==> config.mk <==
export PLATFORM = sky130hd
export DESIGN_NAME = cla_addsub_pipe_flat
export DESIGN_NICKNAME = d
export VERILOG_FILES = /design/src/rtl/cla_addsub_pipe_if.sv /design/src/rtl/cla_addsub_pipe.sv /design/src/flat_wrapper.sv
export SDC_FILE = /design/constraint.sdc
export NUM_CORES = 1
export LEC_CHECK = 0
export ABC_AREA = 0
export BUFFER_PORTS_ARGS = -buffer_cell sky130_fd_sc_hd__buf_4
export CAP_MARGIN = 20
export CORE_ASPECT_RATIO = 1.2
export CORE_MARGIN = 2
export CORE_UTILIZATION = 48
export DETAILED_ROUTE_END_ITERATION = 16
export PLACE_DENSITY = 0.75
export SLEW_MARGIN = 20
export SYNTH_ARGS = -nofsm -noshare
export SYNTH_HDL_FRONTEND = slang
export SYNTH_SLANG_ARGS = --single-unit
==> constraint.sdc <==
create_clock -name clk -period 2.5 [get_ports clk]
set_input_delay 0.125 -clock clk [delete_from_list [all_inputs] [get_ports clk]]
set_output_delay 0.125 -clock clk [all_outputs]
set_load 0.01 [all_outputs]
==> src/rtl/cla_addsub_pipe_if.sv <==
// ----------------------------------------------------------------------------
// cla_addsub_pipe_if
//
// Purpose:
//   Groups the operand-side and result-side valid/ready bundles of the
//   pipelined carry-lookahead adder/subtractor into one interface.
//
// Parameters:
//   WIDTH      operand/result width in bits
//
// Signals:
//   in_valid   upstream -> block   operand bundle valid
//   in_ready   block -> upstream   block can take a bundle this cycle
//   a, b       upstream -> block   operands
//   cin        upstream -> block   carry-in (add) / borrow-in (sub)
//   sub        upstream -> block   0 = add, 1 = subtract
//   out_valid  block -> downstream result bundle valid
//   out_ready  downstream -> block result accepted
//   sum        block -> downstream result modulo 2^WIDTH
//   cout       block -> downstream carry-out (add) / not-borrow (sub)
//   ovf        block -> downstream two's-complement overflow
//   zero       block -> downstream sum == 0
//
// Modports:
//   master     the environment: drives operands and out_ready
//   slave      the arithmetic block
// ----------------------------------------------------------------------------
interface cla_addsub_pipe_if #(
  parameter int WIDTH = 14
);

  logic             in_valid;
  logic             in_ready;
  logic [WIDTH-1:0] a;
  logic [WIDTH-1:0] b;
  logic             cin;
  logic             sub;
  logic             out_valid;
  logic             out_ready;
  logic [WIDTH-1:0] sum;
  logic             cout;
  logic             ovf;
  logic             zero;

  modport master (
    output in_valid, a, b, cin, sub, out_ready,
    input  in_ready, out_valid, sum, cout, ovf, zero
  );

  modport slave (
    input  in_valid, a, b, cin, sub, out_ready,
    output in_ready, out_valid, sum, cout, ovf, zero
  );

endinterface

==> src/rtl/cla_addsub_pipe.sv <==
// ----------------------------------------------------------------------------
// cla_addsub_pipe
//
// Purpose:
//   Two-stage pipelined carry-lookahead adder/subtractor.
//   {cout, sum} = a + bb + c0 with bb = sub ? ~b : b and c0 = sub ? ~cin : cin,
//   so sub=1 gives a - b - cin with cout = 1 meaning "no borrow".
//   Stage 1 resolves the low LO_W bits and registers the carry between the
//   halves; stage 2 resolves the high bits and the flags. Both sides use a
//   valid/ready handshake; one bundle per cycle when out_ready stays high.
//
// Ports:
//   clk     rising-edge clock
//   reset   synchronous, active-high reset (clears all valid bits and outputs)
//   io      cla_addsub_pipe_if.slave bundle (operands in, result out)
//
// Parameters:
//   WIDTH   operand/result width, even and >= 4
//   LO_W    width of the low slice resolved in stage 1
//
// Configuration macro:
//   CLA_ADDSUB_SAT_EN  when defined, an overflowing result is clamped to the
//                      signed extreme in stage 2 (ovf still reported, zero
//                      follows the clamped value). When undefined the result
//                      wraps modulo 2^WIDTH and no clamp logic exists.
// ----------------------------------------------------------------------------

// Carry-lookahead slice built from 4-bit generate/propagate groups. Inside a
// group every carry is a flat sum-of-products of the bit generates/propagates
// and the group carry-in; group carries are formed from group G/P terms.
module cla_addsub_slice #(
  parameter int W = 7
) (
  input  logic [W-1:0] x,
  input  logic [W-1:0] y,
  input  logic         ci,
  output logic [W-1:0] s,
  output logic         co
);

  localparam int NG = (W + 3) / 4;

  logic [W-1:0]  g;
  logic [W-1:0]  p;
  logic [W-1:0]  c;
  logic [NG-1:0] gg;
  logic [NG-1:0] gp;
  logic [NG:0]   gc;
  logic          term;

  // Bit and group generate/propagate, group carries, then per-bit carries
  // expanded as products so no carry ripples through a group.
  always_comb begin
    g    = x & y;
    p    = x ^ y;
    gg   = '0;
    gp   = '0;
    gc   = '0;
    c    = '0;
    term = 1'b0;
    gc[0] = ci;
    for (int k = 0; k < NG; k++) begin
      gp[k] = 1'b1;
      for (int j = 4 * k; (j < 4 * k + 4) && (j < W); j++) begin
        gg[k] = g[j] | (p[j] & gg[k]);
        gp[k] = gp[k] & p[j];
      end
      gc[k+1] = gg[k] | (gp[k] & gc[k]);
    end
    for (int i = 0; i < W; i++) begin
      c[i] = gc[i/4];
      for (int j = (i / 4) * 4; j < i; j++) begin
        c[i] = c[i] & p[j];
      end
      for (int j = (i / 4) * 4; j < i; j++) begin
        term = g[j];
        for (int m = j + 1; m < i; m++) begin
          term = term & p[m];
        end
        c[i] = c[i] | term;
      end
    end
    s  = p ^ c;
    co = gc[NG];
  end

endmodule

module cla_addsub_pipe #(
  parameter int WIDTH = 14,
  parameter int LO_W  = WIDTH / 2
) (
  input  logic                 clk,
  input  logic                 reset,
  cla_addsub_pipe_if.slave     io
);

  localparam int HI_W = WIDTH - LO_W;

  // Operand conditioning: subtraction is a + ~b + ~cin.
  logic [WIDTH-1:0] bb;
  logic             c0;

  // Stage 1 state.
  logic             s1_valid;
  logic [HI_W-1:0]  a_hi;
  logic [HI_W-1:0]  bb_hi;
  logic [LO_W-1:0]  sum_lo;
  logic             c_mid;

  // Stage 2 (output) state.
  logic             out_valid_q;
  logic [WIDTH-1:0] sum_q;
  logic             cout_q;
  logic             ovf_q;
  logic             zero_q;

  // Combinational slice results.
  logic [LO_W-1:0]  lo_sum;
  logic             lo_carry;
  logic [HI_W-1:0]  hi_sum;
  logic             hi_carry;
  logic             ovf_w;
  logic [WIDTH-1:0] full_sum;
  logic [WIDTH-1:0] result;

  logic             adv1;
  logic             adv2;

  // Effective operand and carry for add/subtract.
  always_comb begin
    bb = io.sub ? ~io.b : io.b;
    c0 = io.sub ? ~io.cin : io.cin;
  end

  cla_addsub_slice #(.W(LO_W)) u_lo (
    .x  (io.a[LO_W-1:0]),
    .y  (bb[LO_W-1:0]),
    .ci (c0),
    .s  (lo_sum),
    .co (lo_carry)
  );

  cla_addsub_slice #(.W(HI_W)) u_hi (
    .x  (a_hi),
    .y  (bb_hi),
    .ci (c_mid),
    .s  (hi_sum),
    .co (hi_carry)
  );

  // Signed overflow only happens when both effective operands share a sign
  // and the result sign differs from it.
  always_comb begin
    full_sum = {hi_sum, sum_lo};
    ovf_w    = (a_hi[HI_W-1] == bb_hi[HI_W-1]) && (hi_sum[HI_W-1] != a_hi[HI_W-1]);
`ifdef CLA_ADDSUB_SAT_EN
    // Clamp toward the sign of a: positive operand overflows upward.
    if (ovf_w) begin
      result = a_hi[HI_W-1] ? {1'b1, {(WIDTH-1){1'b0}}} : {1'b0, {(WIDTH-1){1'b1}}};
    end else begin
      result = full_sum;
    end
`else
    result = full_sum;
`endif
  end

  // A stage may load when its successor is empty or is draining this cycle.
  always_comb begin
    adv2 = !out_valid_q || io.out_ready;
    adv1 = !s1_valid || adv2;
  end

  assign io.in_ready  = adv1;
  assign io.out_valid = out_valid_q;
  assign io.sum       = sum_q;
  assign io.cout      = cout_q;
  assign io.ovf       = ovf_q;
  assign io.zero      = zero_q;

  // Pipeline registers. Data registers only load on a real transfer so the
  // output bundle stays frozen while downstream stalls.
  always_ff @(posedge clk) begin
    if (reset) begin
      s1_valid    <= 1'b0;
      a_hi        <= '0;
      bb_hi       <= '0;
      sum_lo      <= '0;
      c_mid       <= 1'b0;
      out_valid_q <= 1'b0;
      sum_q       <= '0;
      cout_q      <= 1'b0;
      ovf_q       <= 1'b0;
      zero_q      <= 1'b0;
    end else begin
      if (adv1) begin
        s1_valid <= io.in_valid;
        if (io.in_valid) begin
          a_hi   <= io.a[WIDTH-1:LO_W];
          bb_hi  <= bb[WIDTH-1:LO_W];
          sum_lo <= lo_sum;
          c_mid  <= lo_carry;
        end
      end
      if (adv2) begin
        out_valid_q <= s1_valid;
        if (s1_valid) begin
          sum_q  <= result;
          cout_q <= hi_carry;
          ovf_q  <= ovf_w;
          zero_q <= (result == '0);
        end
      end
    end
  end

endmodule

==> src/flat_wrapper.sv <==
// flat-port wrapper written by rule: the top's interface ports become plain ports
module cla_addsub_pipe_flat 
#(
  parameter int WIDTH = 14,
  parameter int LO_W  = WIDTH / 2
)
  (clk, reset, io_in_valid, io_a, io_b, io_cin, io_sub, io_out_ready, io_in_ready, io_out_valid, io_sum, io_cout, io_ovf, io_zero);
  cla_addsub_pipe_if #(.WIDTH(WIDTH)) io_i ();
  input  logic clk;
  input  logic reset;
  input wire logic [$bits(io_i.in_valid)-1:0] io_in_valid;
  input wire logic [$bits(io_i.a)-1:0] io_a;
  input wire logic [$bits(io_i.b)-1:0] io_b;
  input wire logic [$bits(io_i.cin)-1:0] io_cin;
  input wire logic [$bits(io_i.sub)-1:0] io_sub;
  input wire logic [$bits(io_i.out_ready)-1:0] io_out_ready;
  output wire logic [$bits(io_i.in_ready)-1:0] io_in_ready;
  output wire logic [$bits(io_i.out_valid)-1:0] io_out_valid;
  output wire logic [$bits(io_i.sum)-1:0] io_sum;
  output wire logic [$bits(io_i.cout)-1:0] io_cout;
  output wire logic [$bits(io_i.ovf)-1:0] io_ovf;
  output wire logic [$bits(io_i.zero)-1:0] io_zero;
  assign io_i.in_valid = io_in_valid;
  assign io_i.a = io_a;
  assign io_i.b = io_b;
  assign io_i.cin = io_cin;
  assign io_i.sub = io_sub;
  assign io_i.out_ready = io_out_ready;
  assign io_in_ready = io_i.in_ready;
  assign io_out_valid = io_i.out_valid;
  assign io_sum = io_i.sum;
  assign io_cout = io_i.cout;
  assign io_ovf = io_i.ovf;
  assign io_zero = io_i.zero;
  cla_addsub_pipe #(.WIDTH(WIDTH), .LO_W(LO_W)) u_core (.clk(clk), .reset(reset), .io(io_i));
endmodule
* Word level (Yosys, flattened, before mapping)
Cells that the tools add are included.
Cells by class: reduce and logical (&&, ||, !) cells 8, div/mod/pow operators 0, multiply operators 0, bitwise gates (word level) 78, add/subtract/negate cells 0, multiplexer cells 2, order comparisons 0, eq/ne operators 2, shifts and indexed selects 0
Operator list (number):
- 1-bit bitwise AND | 38
- 1-bit OR | 32
- 7-bit bitwise XOR | 4
- 7-bit bitwise AND | 2
- 14-bit logical NOT | 1
- 14-bit two-way mux | 1
- 14-bit inverter | 1
- 2-bit AND reduction | 2
- 1-bit logical NOT | 2
- 1-bit logical OR | 2
- 1-bit == test | 1
- 1-bit logical AND | 1
- 1-bit two-way mux | 1
- 1-bit inequality test | 1
- 1-bit inverter | 1
Word-level totals: latch bits 0, ROM bits 0, bits in writable memories 0, memories kept 0, output and inout bits 19, input port bits 34, flip-flop bits (word level) 41

* Logic depth before layout (Yosys ltp)
Gate-level depths: netlist of the first run.
depth after elaboration 15, gate-level depth with buffers 13, depth with buffers taken out 11

* Cells and area by module
Synthesis of the first run repeated with hierarchy kept, for this count alone.
Second synthesis, totals: cell total of the unflattened synthesis 277, area total of the unflattened synthesis 2429.8 µm²
By module, submodules not included:
- cla_addsub_pipe | area each 1796.7 µm², instances 1, cells each 203, sequential area each 820.8 µm²
- cla_addsub_slice | area each 316.6 µm², instances 2, cells each 37, sequential area each 0.0 µm²

* Worst setup path after synthesis of the first run
No wires, ideal clock.
path type register -> register, start reg u_core.bb_hi[0], end reg u_core.zero_q, in the netlist u_core.io.zero, arrival time 2.507 ns, setup time 0.084 ns, required time 2.416 ns, cell stages (with the launch flop) 10, path slack -0.091 ns, cell sequence dfxtp_1 > ha_1 > a21o_1 > a211oi_1 > o21bai_1 > fa_1 > nor2_1 > nand4_1 > or4_1 > o31ai_2
Between the ends: elaborated cells on any way between the ends 30, classes of those cells bitwise (29); reduce/logical (1)
RTL lines:
- start: declaration | line cla_addsub_pipe.sv:107 | logic [HI_W-1:0] bb_hi;
- start signal: assignment | line cla_addsub_pipe.sv:201 | bb_hi <= bb[WIDTH-1:LO_W];
- 7-bit bitwise AND | line cla_addsub_pipe.sv:54 | g = x & y;
- 1-bit bitwise AND | line cla_addsub_pipe.sv:65 | gg[k] = g[j] | (p[j] & gg[k]);
- 1-bit OR | line cla_addsub_pipe.sv:65
- 1-bit bitwise AND | line cla_addsub_pipe.sv:65
- 1-bit OR | line cla_addsub_pipe.sv:65
- 1-bit bitwise AND | line cla_addsub_pipe.sv:65
- 1-bit OR | line cla_addsub_pipe.sv:65
- 1-bit OR * | line cla_addsub_pipe.sv:68 | gc[k+1] = gg[k] | (gp[k] & gc[k]);
- 7-bit bitwise XOR * | line cla_addsub_pipe.sv:83 | s = p ^ c;
- named net u_core.hi_sum[4] | line cla_addsub_pipe.sv:121 | logic [HI_W-1:0] hi_sum;
- 14-bit logical NOT * | line cla_addsub_pipe.sv:212 | zero_q <= (result == '0);
- end signal: assignment | line cla_addsub_pipe.sv:212
- end: declaration | line cla_addsub_pipe.sv:116 | logic zero_q;
Mark *: on every way through the listed nets, which the timed path passes. The rest lies on a longest branch. A chain may end at the register's enable or synchronous reset.

* Final worst setup path of the first run
start reg u_core.a_hi[0], end reg u_core.zero_q, in the netlist u_core.io.zero
Between the ends: elaborated cells on any way between the ends 30, classes of those cells bitwise (29); reduce/logical (1)
RTL lines:
- start: declaration | line cla_addsub_pipe.sv:106 | logic [HI_W-1:0] a_hi;
- start signal: assignment | line cla_addsub_pipe.sv:200 | a_hi <= io.a[WIDTH-1:LO_W];
- 7-bit bitwise AND | line cla_addsub_pipe.sv:54
- 1-bit bitwise AND | line cla_addsub_pipe.sv:65
- 1-bit OR | line cla_addsub_pipe.sv:65
- 1-bit bitwise AND | line cla_addsub_pipe.sv:65
- 1-bit OR | line cla_addsub_pipe.sv:65
- 1-bit bitwise AND | line cla_addsub_pipe.sv:65
- 1-bit OR | line cla_addsub_pipe.sv:65
- 1-bit OR * | line cla_addsub_pipe.sv:68
- 7-bit bitwise XOR * | line cla_addsub_pipe.sv:83
- named net u_core.hi_sum[4] | line cla_addsub_pipe.sv:121
- 14-bit logical NOT * | line cla_addsub_pipe.sv:212
Marked as above.

==> results of run 1 <==
cell families after synthesis:
kind of cell / after synthesis / share of synthesized area (%)
AO/OA/AOI/OAI: 69 / 19.4
AND/OR/NAND/NOR: 85 / 17.7
flip-flops: 41 / 35.8
XOR/XNOR: 19 / 7.26
adder cells (fa/ha/maj): 22 / 13.3
multiplexers: 2 / 0.873
buffers and inverters: 31 / 5.62
sequential cells by signal, indices dropped and copies added, names as in the netlist:
signal	count
u_core.io.zero	1
u_core.s1_valid	1
u_core.io.out_valid	1
u_core.bb_hi	7
u_core.io.sum	14
u_core.c_mid	1
u_core.io.ovf	1
u_core.a_hi	7
u_core.io.cout	1
u_core.sum_lo	7
Yosys cell counts, drive strengths merged, types with 2 or more instances:
master	count
nand2	45
dfxtp	41
a21oi	30
ha	18
inv	17
nor2	14
a211oi	13
xor2	10
xnor2	9
clkbuf	8
o21ai	7
buf	6
nand3b	5
fa	4
nor3	4
a21o	3
nand3	3
o21a	3
a2111oi	2
and2	2
mux2i	2
nor2b	2
nor3b	2
o31ai	2
or2	2
final timing paths:
path	startpoint	to	slack, ns	cells after the start
worst min-delay path	io_a[7]	u_core.a_hi[0]	0.07	3
worst max register to register	u_core.a_hi[0]	u_core.io.zero	0.03	9
worst min register to register	u_core.io.ovf	u_core.io.ovf	0.45	2
worst max-delay path	u_core.a_hi[0]	u_core.io.zero	0.03	9
per-layer routing:
layer,GRT usage [%],up-vias
met3,3.95,13
li1,-,1035
met2,32.6,55
met1,23.4,904
met5,0,-
met4,7.76,0
stage by stage:
stage               hold slack, ns  area (sq um)  total power, uW
finish                      0.0701          2900             1600
global route                0.0931          2900             1690
CTS                         0.0735          2890             1610
detailed placement           0.388          2760             1140
global placement             0.375          2760             1130
floorplan                    0.254          2300             1000
repair_timing:
action | 4_1_cts | 5_1_grt
setup endpoints to repair | 1 | 2
hold buffers | 0 | 0
gates resized for setup | 3 | 2
pin swaps | 7 | 4
buffers inserted | 2 | 1
cell type report:
type / count / area, sq um
Timing Repair Buffer: 63 / 473
Inverter: 17 / 63.8
Multi-Input combinational cell: 197 / 1370
Clock inverter: 1 / 5.00
Tap cell: 58 / 72.6
Clock buffer: 7 / 96.3
Sequential cell: 41 / 823
Fill cell: 438 / 1690
worst max-delay path, delay by kind of cell (launching register included):
family	cells	cell delay [ns]
compound gates	4	0.74
fa+ha+maj	2	0.69
simple gates	3	0.61
flops	1	0.34
power groups by stage:
stage / logic (uW) / registers (uW) / clock network [uW]
2_1_floorplan: 258 / 746 / 0
4_1_cts: 402 / 732 / 476
3_3_place_gp: 383 / 745 / 0
6_report: 403 / 733 / 468
3_5_place_dp: 393 / 746 / 0
5_1_grt: 451 / 739 / 501
==> results.txt, run 1 <==
- Clock period minus worst slack: 2.47 ns
* Power density normalized to cell area: 553 nW/um^2
- The congestion estimate from routability-driven global placement came to 0.847.
* Post-synth top area cell: sky130_fd_sc_hd__dfxtp_1
- After the last flow step, the layout net total stands at 381.
* Core Area: 4590 sq um
- Wire length of the first global-routing pass: 8020 microns
- For this block, the initial DRC count from the detailed router was 99.
- Height of the chip: 79.7 microns
- The worst path uses 98.9% of the clock period.
- Walking the worst path, the cells encountered are ha_4 -> a21o_1 -> a211oi_2 -> o21bai_2 -> fa_1 -> nor2_1 -> nand4_1 -> or4_1 -> o31ai_2.
* Count of unique library cells instantiated by Yosys: 44
* Most frequent standard cell in the layout excluding fill and tap cells: sky130_fd_sc_hd__buf_4
* WP data arrival: 2.68 ns
* Utilization after layout: 63.2%
- At the placement stage, the worst setup path has a slack of -0.112 ns.
- Routed len/inst: 12.2 microns
- H-tree depth: 2
* Total routing usage reported by global routing: 19.2%
* Pint: 1150 uW
- Clock-pin slew was measured on the worst setup and hold paths at 0.08 ns.
* Bufs on Longest Clock Path: 2
- DRC Markers: 0
- Setup violations remaining at the end of the flow were counted as 0.
- When the netlist entered floorplanning its net count stood at 325.
- Slew Viols, Final: 0
- IO Pins: 53
- The number of antenna violations at the first check in global routing came to 0.
* Switching power as a share of total power: 28.2%
- Highest net fanout along the worst path: 2
- Of the synthesized area, sequential elements account for 35.8%.
- Number of buffers inserted during clock tree synthesis: 5
- The analysis attributes to net switching a power of 452 uW.
* Post-synthesis sequential element count: 41
- Slowest CP cell: sky130_fd_sc_hd__fa_1
* Total number of yosys warnings: 0
- Setup slack closes at 0.0271 ns.
- In the layout the commonest cells are 63 x sky130_fd_sc_hd__buf_4, 45 x sky130_fd_sc_hd__nand2_1, 39 x sky130_fd_sc_hd__dfxtp_1, 30 x sky130_fd_sc_hd__a21oi_1.
* Number of antenna-violating nets in the routed design: 0
- At the pin with the least slew margin, the transition time is 0.567 ns.
- Synthesized area per cell: 8.52 sq um
* Mapped Cells: 269
* Worst hold-check path type: in -> reg
- Most used DFF post-synth: sky130_fd_sc_hd__dfxtp_1
- Post-detailed-routing wire length: 4700 microns
- Share of Yosys cell area claimed by the top area cell type: 35.8%
- The flow ran to the end, and the final reports show no timing, DRC or antenna violations.
* RSZ-0062 raised after global routing: yes
* Post-synth EDFFs: 0
- # port buffers: 52
- The mapped netlist covers 2290 sq um.
* Maximum number of pins on one net before global-route repair: 46
* Cell types occupying the most area after synthesis: sky130_fd_sc_hd__dfxtp_1 36%, sky130_fd_sc_hd__ha_1 9.8%, sky130_fd_sc_hd__nand2_1 7.4%, sky130_fd_sc_hd__a21oi_1 6.6%, sky130_fd_sc_hd__a211oi_1 4.3%
- STA classifies the critical path endpoint as a flop.
- For the worst setup path, the data required time is 2.71 ns.
- The floorplan step defined a die boundary enclosing 5350 sq um.
* Number of standard cells in the layout, taps in and fillers out: 384
- The worst setup path is launched from a flop.
* Setup TNS after final layout: 0 ns
* Placed cell count: 373
- Starting density of the core: 49.9%
- Final worst clock skew: 0.00337 ns
* Count of vias placed by the detailed router: 2007
- Delay of the slowest cell on the worst path: 0.45 ns
* Final hold vios: 0
- WS Path Type: reg -> reg
- For this run, the detailed router's first-pass iteration total came to 4.
* Number of placement rows: 27
* CTS sink count: 41
* Reported max-cap violation count: 0
- Static Leakage: 0.00129 uW
- Clock tree synthesis selected as its root buffer the cell sky130_fd_sc_hd__clkbuf_8.
- Clock latency on the worst-skew pair, taken at its later pin, is 0.29 ns.
- Summed over all nets, the half-perimeter wirelength after detailed placement is 3640 microns.
* Layout-stage area growth over the synthesis result: 26.6%
* Detailed-routing wirelength on met1: 2050 microns
- The number of global-route vias before repair was 1837.
- Worst VDD drop: 300 uV
- Max-slew headroom at the worst pin: 62.2%
- Sequential cell fraction of total power: 45.7%
* Vias per Instance: 5.23
- Part of the power in the clock network: 29.2%
* Part of the total power dissipated in combinational logic: 25.1%
- Total overflow reported by the global router: 0
- CTS tree: done
- Max Clock Freq: 404 MHz
- From left edge to right edge, the die measures 67.1 microns.
- The post-route netlist has 24.8% of its cells at a drive strength greater than 1.
- The highest metal layer carrying signal wires in the routed design is met4.
- Met3 routed WL: 195 microns
- Number of diodes: 0
* Asr flop ratio synth: 0%
- Summed over all nets, wire length on met2 after detailed routing comes to 2320 microns.
No activity file was read; power rests on OpenSTA's default activity.
==> run 2, diff against run 1 <==
--- a/config.mk
+++ b/config.mk
@@ -12,7 +12,7 @@
 export CORE_MARGIN = 2
 export CORE_UTILIZATION = 48
 export DETAILED_ROUTE_END_ITERATION = 16
-export PLACE_DENSITY = 0.75
+export PLACE_DENSITY = 0.85
 export SLEW_MARGIN = 20
 export SYNTH_ARGS = -nofsm -noshare
 export SYNTH_HDL_FRONTEND = slang
==> run 2 against run 1 <==
Hold slack gained 0.0092 ns. Worst setup slack worse by 0.022 ns. Cell count down 0.52%. Largest cell class unchanged. Flip-flop and latch count unchanged. Combinational power is 3% higher. Non-clock buffer count shrank 2. Cell area shrank 0.43%. Power fell by 1.9%. Clock power fell by 9.8%. Global-route usage increased by 1.4 points. Clock skew is 0.0060 ns higher. Critical path type unchanged. Critical path depth stayed put.
==> results.txt, run 2 (same netlist as run 1, synthesis figures left out) <==
* Status: completed
* Final worst clock skew: 0.00941 ns
- The clock reaches the later pin of the worst-skew pair after 0.30 ns.
- The repair_antennas step left the layout with diodes totalling 0.
- The cell sitting at the root of the clock tree is a sky130_fd_sc_hd__clkbuf_8.
- Count of vias placed by the detailed router: 2076
* First DRT Iteration DRCs: 64
- Reg clk slew, reported paths: 0.08 ns
* Slew @ Worst Pin: 0.572 ns
* CTS sink count: 41
- Once the floorplan was initialized, standard cells occupied 49.9% of the core.
- The critical path is of the reg -> reg type.
- Die Area: 5350 sq um
- The clock passes through at most 2 buffers.
- IO Pins: 53
- Launch instance of the worst register-to-register path: u_core.a_hi[0]
- The design draws 1570 uW.
- Layout-stage area growth over the synthesis result: 26.0%
- The routed design has 5100 microns of wire.
* GP Congestion: 0.907
- # port buffers: 52
- The first global-routing pass estimated 8580 microns of wire.
* Setup Slack @ Placement: -0.135 ns
* Core Area: 4590 sq um
* Clock period minus worst slack: 2.49 ns
* Total routing usage reported by global routing: 20.6%
- Share of post-route cells with drive strength above 1: 25.3%
- Peak-usage layer in the global routing report: met2
* Flip-flop count of the largest register after layout: 14
- Slew Viols, Final: 0
* Maximum number of pins on one net before global-route repair: 46
* Max Clock Freq: 401 MHz
- In this run the worst hold path is classified as in -> reg.
- Startpoint type of the worst setup path: flop
- The number of hold buffers added after CTS was 0.
- Static Leakage: 0.00127 uW
* Fraction of met3 tracks used by global routing: 3.95%
- Total overflow reported by the global router: 0
* WP data arrival: 2.72 ns
* H-tree depth: 2
- Commonest non-fill, non-tap cells in the layout: 61 x sky130_fd_sc_hd__buf_4, 45 x sky130_fd_sc_hd__nand2_1, 39 x sky130_fd_sc_hd__dfxtp_1, 30 x sky130_fd_sc_hd__a21oi_1
* Max-slew headroom at the worst pin: 61.8%
- Routed len/inst: 13.3 microns
- Tracing the worst setup path back leads to its startpoint at u_core.a_hi[0].
- Most frequent standard cell in the layout excluding fill and tap cells: sky130_fd_sc_hd__buf_4
- The number of antenna violations at the first check in global routing is 0.
- Type of element capturing the critical path: flop
- DRC Markers: 0
* Met1 Usage GRT: 23.6%
* Vias in the first global route: 2010
- Reported max-cap violation count: 0
- Reg-to-reg slack, setup: 0.005 ns
- In the global route stage, met2 resource usage came out at 35.7%.
* Power density normalized to cell area: 545 nW/um^2
- TritonCTS built the clock tree.
* Highest net fanout along the worst path: 3
- In the routed layout, each cell is associated on average with a via count of 5.43.
- Final setup violation count: 0
* HPWL after detailed placement: 3770 microns
- RSZ-0062 raised after global routing: yes
* Final nets: 379
* Number of buffers inserted during clock tree synthesis: 5
- After filler insertion, the fill cell instance count of the layout stands at 414.
- Of the available clock period, the critical path in the final layout requires 99.8%.
- The startpoint identified for the worst hold timing path is io_a[10].
* Height of the chip: 79.7 microns
- VDD sags by at most 353 uV.
- Worst Path Required: 2.72 ns
- Number of placement rows: 27
* Final hold vios: 0
* Number of antenna-violating nets in the routed design: 0
- In the post-route analysis, the smallest setup slack over all paths is 0.00520 ns.
- From left edge to right edge, the die measures 67.1 microns.
* Detailed-router iteration count before antenna repair: 4
## run 2: worst paths after layout
check / endpoint / depth (start not counted)
setup reg to reg: u_core.io.zero / 9
hold reg to reg: u_core.io.sum[10] / 2
setup / recovery: u_core.io.zero / 9
hold / removal: u_core.a_hi[3] / 3
## run 2: layout make-up
type | instances | area (sq um) | share of cell area (%)
timing repair buffer | 61 | 458 | 15.9
sequential | 41 | 823 | 28.5
clock inverter | 3 | 17.5 | 0.606
clock buffer | 5 | 68.8 | 2.38
tap | 58 | 72.6 | 2.51
multi-input combinational | 197 | 1390 | 47.9
inverter | 17 | 63.8 | 2.21
## run 2: repair_timing
| item | 4_1_cts | 5_1_grt |
|---|---|---|
| gates resized for setup | 5 | 4 |
| pin swaps | 8 | 4 |
| buffers inserted | 2 | 0 |
| endpoints found under the setup margin | 1 | 2 |
## run 2: layer usage
metal / vias up / share of wire, %
li1: 1034 / -
met5: - / 0
met4: 0 / 4.6
met2: 76 / 50
met3: 23 / 5.3
met1: 943 / 40
## run 2: metrics by stage
step	TNS [ns]	util, %	hold slack [ns]	cell area, sq um	cells
floorplan	0	-	0.254	2300	269
global placement	-0.0423	59.8	0.374	2750	372
detailed placement	-0.135	59.8	0.383	2750	372
CTS	-0.0116	62.5	0.0800	2870	382
global route	-0.0861	62.9	0.0808	2890	382
finish	0	62.9	0.0794	2890	382
## run 2: critical path: stages (launching register included)
cell and delay, ns:
sky130_fd_sc_hd__dfxtp_2 0.35, sky130_fd_sc_hd__ha_4 0.24, sky130_fd_sc_hd__a21o_1 0.17, sky130_fd_sc_hd__a211oi_2 0.26, sky130_fd_sc_hd__o21bai_2 0.11, sky130_fd_sc_hd__fa_2 0.44
sky130_fd_sc_hd__nor2_2 0.12, sky130_fd_sc_hd__nand4_1 0.10, sky130_fd_sc_hd__or4_4 0.45, sky130_fd_sc_hd__o31ai_4 0.17
## run 2: where the power goes
group	internal [uW]	total [uW]	switching, uW	leakage [uW]
Clock	193	422	229	0.0000439
Sequential	699	736	36.7	0.000337
Combinational	205	416	211	0.000887
